File: src/rtl/bsg_async_reset_sequencer.sv
// Staggered per-domain reset generator: immediate async assertion, synchronized ordered release,
// software re-reset via valid/ready. Optional ack-gated release under BSG_RESET_SEQ_ACK_EN.
module bsg_async_reset_sequencer #(
   parameter int unsigned els_p         = 4,
   parameter int unsigned gap_cycles_p  = 8,
   parameter int unsigned hold_cycles_p = 16,
   parameter int unsigned sync_stages_p = 2
) (
   input  logic             clk_i,
   input  logic             async_reset_n_i,
   input  logic             sw_v_i,
   input  logic [els_p-1:0] sw_mask_i,
   output logic             sw_ready_o,
   output logic [els_p-1:0] reset_o,
   output logic             done_o,
   input  logic [els_p-1:0] ack_i
);

   localparam int unsigned max_cycles_lp = (gap_cycles_p > hold_cycles_p) ? gap_cycles_p : hold_cycles_p;
   localparam int unsigned cnt_w_lp      = $clog2(max_cycles_lp + 1);
   localparam int unsigned idx_w_lp      = (els_p > 1) ? $clog2(els_p) : 1;

   localparam logic [cnt_w_lp-1:0] gap_load_lp  = cnt_w_lp'(gap_cycles_p - 1);
   localparam logic [cnt_w_lp-1:0] hold_load_lp = cnt_w_lp'(hold_cycles_p - 1);

   typedef enum logic [2:0] {
      e_sync = 3'd0,
      e_gap  = 3'd1,
      e_hold = 3'd2,
      e_done = 3'd3
`ifdef BSG_RESET_SEQ_ACK_EN
      , e_wait_ack = 3'd4
`endif
   } state_e;

   state_e                state_r, state_n;
   logic [cnt_w_lp-1:0]   cnt_r, cnt_n;
   logic [idx_w_lp-1:0]   idx_r, idx_n;
   logic [els_p-1:0]      mask_r, mask_n;
   logic [sync_stages_p-1:0] sync_r;
   logic [els_p-1:0]      reset_n;
   logic                  done_n;
   logic                  ready_n;
   logic                  release_c;
   logic                  accept_c;
   logic [idx_w_lp-1:0]   first_idx;
   logic [idx_w_lp-1:0]   next_idx;
   logic                  has_next;

`ifndef BSG_RESET_SEQ_ACK_EN
   logic unused_ack;
   assign unused_ack = ^ack_i;
`endif

   // State register; everything, including the outputs, is flopped here
   always_ff @(posedge clk_i or negedge async_reset_n_i) begin
      if (!async_reset_n_i) begin
         state_r    <= e_sync;
         cnt_r      <= '0;
         idx_r      <= '0;
         mask_r     <= '1;
         sync_r     <= '0;
         reset_o    <= '1;
         done_o     <= 1'b0;
         sw_ready_o <= 1'b0;
      end else begin
         state_r    <= state_n;
         cnt_r      <= cnt_n;
         idx_r      <= idx_n;
         mask_r     <= mask_n;
         sync_r     <= {sync_r[sync_stages_p-2:0], 1'b1};
         reset_o    <= reset_n;
         done_o     <= done_n;
         sw_ready_o <= ready_n;
      end
   end

   // Lowest set bit of the stored mask, and the next set bit above the current domain
   always_comb begin
      first_idx = '0;
      next_idx  = idx_r;
      has_next  = 1'b0;
      for (int i = int'(els_p) - 1; i >= 0; i--) begin
         if (mask_r[i]) begin
            first_idx = idx_w_lp'(i);
            if (idx_w_lp'(i) > idx_r) begin
               next_idx = idx_w_lp'(i);
               has_next = 1'b1;
            end
         end
      end
   end

   // Next-state logic
   always_comb begin
      state_n   = state_r;
      cnt_n     = cnt_r;
      idx_n     = idx_r;
      mask_n    = mask_r;
      release_c = 1'b0;
      accept_c  = 1'b0;
      case (state_r)
         e_sync: begin
            if (sync_r[sync_stages_p-1]) begin
               state_n = e_gap;
               cnt_n   = gap_load_lp;
               idx_n   = first_idx;
            end
         end
         e_gap: begin
            if (cnt_r == '0) begin
               release_c = 1'b1;
`ifdef BSG_RESET_SEQ_ACK_EN
               state_n = e_wait_ack;
`else
               if (has_next) begin
                  idx_n = next_idx;
                  cnt_n = gap_load_lp;
               end else begin
                  state_n = e_done;
               end
`endif
            end else begin
               cnt_n = cnt_r - cnt_w_lp'(1);
            end
         end
`ifdef BSG_RESET_SEQ_ACK_EN
         e_wait_ack: begin
            if (ack_i[idx_r]) begin
               if (has_next) begin
                  state_n = e_gap;
                  idx_n   = next_idx;
                  cnt_n   = gap_load_lp;
               end else begin
                  state_n = e_done;
               end
            end
         end
`endif
         e_hold: begin
            if (cnt_r == '0) begin
               state_n = e_gap;
               cnt_n   = gap_load_lp;
               idx_n   = first_idx;
            end else begin
               cnt_n = cnt_r - cnt_w_lp'(1);
            end
         end
         e_done: begin
            if (sw_v_i) begin
               accept_c = 1'b1;
               // An empty mask completes the handshake without leaving DONE
               if (|sw_mask_i) begin
                  mask_n  = sw_mask_i;
                  state_n = e_hold;
                  cnt_n   = hold_load_lp;
               end
            end
         end
         default: state_n = e_sync;
      endcase
   end

   // Output next values, registered in the state register block
   always_comb begin
      reset_n = reset_o;
      if (release_c) reset_n[idx_r] = 1'b0;
      if (accept_c)  reset_n = reset_o | sw_mask_i;
      done_n  = (state_n == e_done);
      ready_n = (state_n == e_done);
   end

endmodule

File: config.mk
export PLATFORM = sky130hd
export DESIGN_NAME = bsg_async_reset_sequencer
export DESIGN_NICKNAME = d
export VERILOG_FILES = /design/src/rtl/bsg_async_reset_sequencer.sv
export SDC_FILE = /design/constraint.sdc
export NUM_CORES = 1
export LEC_CHECK = 0
export ABC_AREA = 1
export CORE_UTILIZATION = 50
export CTS_BUF_LIST = sky130_fd_sc_hd__clkbuf_8
export DETAILED_ROUTE_END_ITERATION = 10
export PLACE_DENSITY_LB_ADDON = 0.3
export SYNTH_ARGS = -nofsm -noshare
export SYNTH_HDL_FRONTEND = slang
export SYNTH_SLANG_ARGS = --single-unit
export TNS_END_PERCENT = 5
File: constraint.sdc
create_clock -name clk_i -period 1.4 [get_ports clk_i]
set_input_delay 0.21 -clock clk_i [delete_from_list [all_inputs] [get_ports clk_i]]
set_output_delay 0.21 -clock clk_i [all_outputs]
set_load 0.02 [all_outputs]
==> results.toml <==
[global_routing]
grt-ovfl-total = 0
grt_start_max_net_pins = 22
grt_usage_pct = 22.6
grt_antenna_before_repair = 0
grt_pass1_vias = 1039
grt_pass1_wl_um = 4310

[die]
rows = 17
die_w_um = 51.5
ioPinCount = 17
core_area_um2 = 2250
start_util_pct = 54.3
dieArea_um2 = 2650
die_h_um = 51.5

[pwr]
ir_worst_vdd_mv = 1.19
p_int_w = 0.00117
clockPowerShare_pct = 22.4
combPwrFrac_pct = 33.0
p_leak_nw = 0.777
power_switching_w = 0.000647
p_per_area_nw_per_um2 = 1190
p_seq_share_pct = 44.6
netSwitchingFraction_pct = 35.7

[critical_path]
rr_endpoint = "idx_r[1]"
critPathMaxStageDelay_ns = 0.55
r2r_slack_ns = 0.06
crit_slowest_cell = "dfstp_2"
crit_fanout = 3
crit_end = "reset_o[3]"
worstRegToRegCells = 8
r2r-start = "cnt_r[1]"
startpoint_type = "flop"
crit_cells = 1
crit_path_start = "reset_o[3]"
crit_chain = "dlygate4sd2_1"
path_buf_inv = 1
cp.arrival_ns = 1.15
required_ns = 1.19
crit_family = "flip-flops"
endpoint_kind = "output pin"
critical_path_class = "reg -> out"

[synthesis]
ys_ff_latch = 21
ys_seq_area_share_pct = 43.8
synth_nets = 175
avgSynthCellArea_um2 = 7.55
synth_cells = 162
syn_area_um2 = 1220
ys.warnings.count = 0
synthDistinctLibCells = 27

[clocking]
cts_made_buffers = 3
max-clock-path-buffers = 2
cts_sinks = 21
tritoncts = "yes"
path_clk_slew_ns = 0.08
clockRootBuffer = "clkbuf_8"
clock_latency_ns = 0.26
cts-htree-levels = 1

[run_status]
outcome = "finished clean"

[timing]
finalSetupTns_ns = 0
finalCritPeriodShare_pct = 97.0
finalWorstPathRequiredPeriod_ns = 1.36
fmaxAchievable_mhz = 737
rsz0062_at_grt = "true"
setup_ws_ns = 0.0426
maxSlewViolCount = 0
final_hold_viol_count = 0
fin_skew_ns = 0.000725
setup_violations = 0

[cells_and_area]
nets = 199
syn_to_final_growth_pct = 24.9
n_antenna_cell = 0
post_route_cells_drive_above_1_share_pct = 25.4
finalNonFillerCells = 213

[route]
route.detailed.drc = 0
first_pass_iters = 4
first_iter_violations = 19
ant_nets = 0
vias_per_cell = 5.16
avgRoutedWirePerCell_um = 12.5
vias = 1100
routed_wl_um = 2660

[place]
dpl.hpwl_um = 1860
io_buffers = 12
dp_slack_ns = -0.0294
gp_congestion = 0.819
dp.cells = 208

[worst_hold_path]
hp-class = "in -> async"

[flow_run]
drv_cap = 0
-- worst reg2reg max path, delay by kind of cell, from the launching register on --
family	cells	cell delay, ns
fa+ha+maj	1	0.15
simple gates	4	0.28
flops	1	0.39
buf+inv	2	0.18
compound gates	1	0.23
-- synthesized netlist by cell type (all sizes together) --
cell type / instances / area share [%]
o21bai: 1 / 0.61
nand3: 11 / 6.7
nand2: 65 / 22
inv: 21 / 6.4
conb: 2 / 0.61
xor2: 1 / 0.72
nor2: 12 / 4.9
nor3: 1 / 0.41
a21oi: 6 / 2.5
nand4: 1 / 0.51
dfrtp: 13 / 27
ha: 2 / 2.0
dfstp: 8 / 17
buf: 1 / 0.61
o21ai: 13 / 5.6
xnor2: 1 / 0.72
clkinv: 3 / 2.0
-- state kept, by name, indices dropped and copies added (netlist names) --
| register | cells |
|---|---|
| idx_r | 2 |
| mask_r | 4 |
| sync_r | 2 |
| state_r | 3 |
| done_o | 1 |
| cnt_r | 5 |
| reset_o | 4 |
-- layout make-up --
class / count / area, µm²
fill: 190 / 726
clock inverter: 1 / 5.00
tap: 28 / 35.0
multi-input combinational: 116 / 632
clock buffer: 3 / 41.3
timing repair buffer: 20 / 176
inverter: 24 / 104
sequential: 21 / 536
-- worst min path at each step --
stage,startpoint,to,slack [ns],depth (start not counted)
6_report,async_reset_n_i,idx_r[1],0.28,2
5_1_grt,async_reset_n_i,idx_r[0],0.33,2
4_1_cts,async_reset_n_i,state_r[1],0.29,2
3_5_place_dp,sync_r[0],sync_r[1],0.34,0
3_3_place_gp,sync_r[0],sync_r[1],0.34,0
2_1_floorplan,async_reset_n_i,cnt_r[0],-0.09,0
-- layer usage --
| metal | vias up | wire length, µm | track usage [%] |
|---|---|---|---|
| met5 | - | 0 | 0 |
| met4 | 0 | 41 | 9.91 |
| met3 | 5 | 81 | 3.57 |
| met2 | 22 | 1300 | 39.4 |
| met1 | 527 | 1230 | 27.3 |
| li1 | 546 | - | - |
-- cell families (layout without fill, tap and decap cells) --
group / after synthesis / in the layout / share of synthesized area, %
compound gates: 20 / 20 / 8.69
xor+xnor: 2 / 2 / 1.43
fa+ha+maj: 2 / 2 / 2.04
buf+inv: 25 / 48 / 9.10
flops: 21 / 21 / 43.8
other cells: 2 / 2 / 0.614
simple gates: 90 / 90 / 34.4
-- layout by cell type, fill, tap and decap left out, drive strengths merged, types with 2 or more instances in the layout --
cell           count
nand2             65
inv               21
dfrtp             13
o21ai             13
nor2              12
nand3             11
dfstp              8
buf                8
a21oi              6
clkdlybuf4s50      6
dlygate4sd2        6
clkinv             4
clkbuf             3
conb               2
ha                 2
-- metrics by stage --
step           power, W  util (%)  cell area [µm²]  hold WS [ns]
2_1_floorplan   0.00116         -             1220       -0.0856
3_3_place_gp    0.00135      63.2             1420         0.337
3_5_place_dp    0.00137      63.2             1420         0.337
4_1_cts         0.00176      65.4             1480         0.292
5_1_grt         0.00192      67.8             1530         0.333
6_report        0.00181      67.8             1530         0.280
-- power by group through the flow --
stage	sequential, W	clock [W]	combinational, W
detailed placement	0.000815	0	0.000557
finish	0.000809	0.000406	0.000599
global route	0.000824	0.000428	0.000671
floorplan	0.000847	0	0.000312
global placement	0.000810	0	0.000535
CTS	0.000803	0.000411	0.000547
-- repair_timing --
item                       4_1_cts  5_1_grt
hold endpoints to repair         0        0
setup endpoints to repair       13       11
hold buffers                     0        0
buffers inserted                 0        1
gates resized for setup          8       14
pin swaps                        1        5
Note: power is estimated with default switching activity, not from simulation.
==> RTL change: new RTL, same flow settings <==
Add an input register stage for `sw_v_i` and `sw_mask_i`, with the module's reset; this delays them by one clock. The other inputs are not delayed to match.
--- a/src/rtl/bsg_async_reset_sequencer.sv
+++ b/src/rtl/bsg_async_reset_sequencer.sv
@@ -34,2 +34,15 @@
    } state_e;
+
+   logic sw_v_q;
+   logic [els_p-1:0] sw_mask_q;
+
+   always_ff @(posedge clk_i or negedge async_reset_n_i) begin
+      if (!async_reset_n_i) begin
+         sw_v_q    <= '0;
+         sw_mask_q <= '0;
+      end else begin
+         sw_v_q    <= sw_v_i;
+         sw_mask_q <= sw_mask_i;
+      end
+   end
 
@@ -149,7 +162,7 @@
          e_done: begin
-            if (sw_v_i) begin
+            if (sw_v_q) begin
                accept_c = 1'b1;
                // An empty mask completes the handshake without leaving DONE
-               if (|sw_mask_i) begin
-                  mask_n  = sw_mask_i;
+               if (|sw_mask_q) begin
+                  mask_n  = sw_mask_q;
                   state_n = e_hold;
@@ -167,3 +180,3 @@
       if (release_c) reset_n[idx_r] = 1'b0;
-      if (accept_c)  reset_n = reset_o | sw_mask_i;
+      if (accept_c)  reset_n = reset_o | sw_mask_q;
       done_n  = (state_n == e_done);
Formal check against the unedited RTL: same outputs for any inputs over 10 cycles, from zero or initial values and one cycle with async_reset_n_i low; that may be too few to reach the edited logic, so the function may still have changed.
==> RTL change against the unedited design <==
  * The flow now finishes with violations (negative setup slack)
  * Routed wire length increased by 6.8%
  * Synthesized cell count increased by 10%
  * Largest power group unchanged
  * Maximum frequency decreased by 7.0%
  * Sequential power increased by 15%
  * Clock skew increased by 3.1 ps
  * Design area increased by 9.5%
  * Largest cell class unchanged
  * Sequential cell count increased by 5
  * Worst setup slack got worse by 100 ps
  * Count of clock-buffer cells in the layout unchanged
  * Area after synthesis increased by 11%
  * Power increased by 2.9%
==> RTL change: results <==
group,metric,value,unit
grt,grt_max_degree,27,
drt,first_iter_violations,37,
status,violations,"negative setup slack",
synthesis,syn_nets,192,
grt,use_met1,0.242,
grt,track_usage,0.217,
synthesis,synth_common_cells,"nand2_1, inv_1, dfrtp_1",
place,hpwlAfterDp,2.05,mm
drt,vias,1221,
grt,grt_pass1_vias,1119,
sta,finalSetupTns,-176,ps
layout,nets,215,
place,placed_area,1540,um^2
power,netSwitchingFraction,0.330,
sta,setup_slack,-59.4,ps
synthesis,ys_top_cells_by_area,"dfrtp_1, nand2_1, dfstp_2",
grt,grt_util_met3,0.0254,
power,peakVddDrop,0.000850,V
critical_path,max_stage_delay,400,ps
drt,avgRoutedWirePerCell,12.3,um
critical_path,path_delay_family,"simple AND/OR/NAND/NOR gates",
synthesis,yosysSeqAreaShare,0.488,
place,gp_congestion,0.833,
grt,gr-usage-met2,0.430,
grt,grt_pass1_wl,4.54,mm
power,p_leak,0.825,nW
layout,layout-drive-gt1-share,0.239,
status,status,"finished with violations",
sta,setup_viol,5,
synthesis,synth_top_area_share,0.332,
RTL change: changes by cell type in the layout (fill, tap and decap cells not counted), sizes merged, moves of 2 or more:
cell / change
a21oi: -2
clkinv: -3
dfrtp: +5
inv: +3
nand3: +7
nor2: +7
o21ai: +2
RTL change: cell type report:
type                    instances  area (um^2)  area share
clock inverters                 1         3.75     0.00224
flip-flops and latches         26          661       0.395
repair buffers                 19          165      0.0987
multi-input cells             128          676       0.404
well taps                      30         37.5      0.0224
inverters                      24         90.1      0.0538
clock buffers                   3         41.3      0.0247
RTL change: worst reg2reg max path, delay by kind of cell (launching register included):
family,cells,cell delay (ps)
DFF,1,400
buffers and inverters,2,110
and+or+nand+nor,7,750
adders and majority gates,1,140
RTL change: path summary, 6_finish.rpt:
| kind | depth (start not counted) | slack [ps] | to | start |
|---|---|---|---|---|
| hold reg to reg | 0 | 360 | sync_r[1]$_DFF_PN0_ | sync_r[0]$_DFF_PN0_ |
| max in group asynchronous | 2 | 810 | reset_o[1]$_DFFE_PN1P_ | async_reset_n_i |
| setup reg to reg | 10 | -60 | cnt_r[4]$_DFFE_PN0P_ | cnt_r[1]$_DFFE_PN0P_ |
| setup / recovery | 10 | -60 | cnt_r[4]$_DFFE_PN0P_ | cnt_r[1]$_DFFE_PN0P_ |
| min in group clk_i | 0 | 360 | sync_r[1]$_DFF_PN0_ | sync_r[0]$_DFF_PN0_ |
| hold / removal | 2 | 300 | cnt_r[1]$_DFFE_PN0P_ | async_reset_n_i |
RTL change: power by group through the flow:
| stage | Clock [mW] | Combinational, mW | Sequential (mW) |
|---|---|---|---|
| global route | 0.449 | 0.598 | 0.939 |
| global placement | 0 | 0.444 | 0.929 |
| floorplan | 0 | 0.298 | 0.932 |
| detailed placement | 0 | 0.466 | 0.932 |
| finish | 0.412 | 0.527 | 0.928 |
| CTS | 0.427 | 0.471 | 0.921 |
RTL change: stage by stage:
step                      power (mW)  utilization  hold slack (ps)
final                           1.87        0.664              299
after floorplan                 1.23            -            -85.6
after global routing            1.99        0.664              332
after detailed placement        1.40        0.612              340
after global placement          1.37        0.612              333
after CTS                       1.82        0.633              314
RTL change: kinds of logic (layout without fill, tap and decap cells):
logic type      count (synthesis)  in the layout  synth area share
fa+ha+maj                       2              2            0.0185
flops                          26             26             0.488
compound gates                 22             22            0.0896
buf+inv                        25             47            0.0720
other cells                     2              2           0.00554
simple gates                  102            102             0.327
RTL change: repair_timing:
item | CTS | global route
pin swaps | 2 | 9
gates resized for setup | 12 | 19
hold endpoints to repair | 0 | 0
buffers inserted | 0 | 2
setup endpoints to repair | 18 | 16
RTL change: metal layers:
layer | up-vias | share of wire
met5 | - | 0
met4 | 0 | 0.0088
met3 | 4 | 0.028
met2 | 23 | 0.56
met1 | 596 | 0.40
li1 | 598 | -
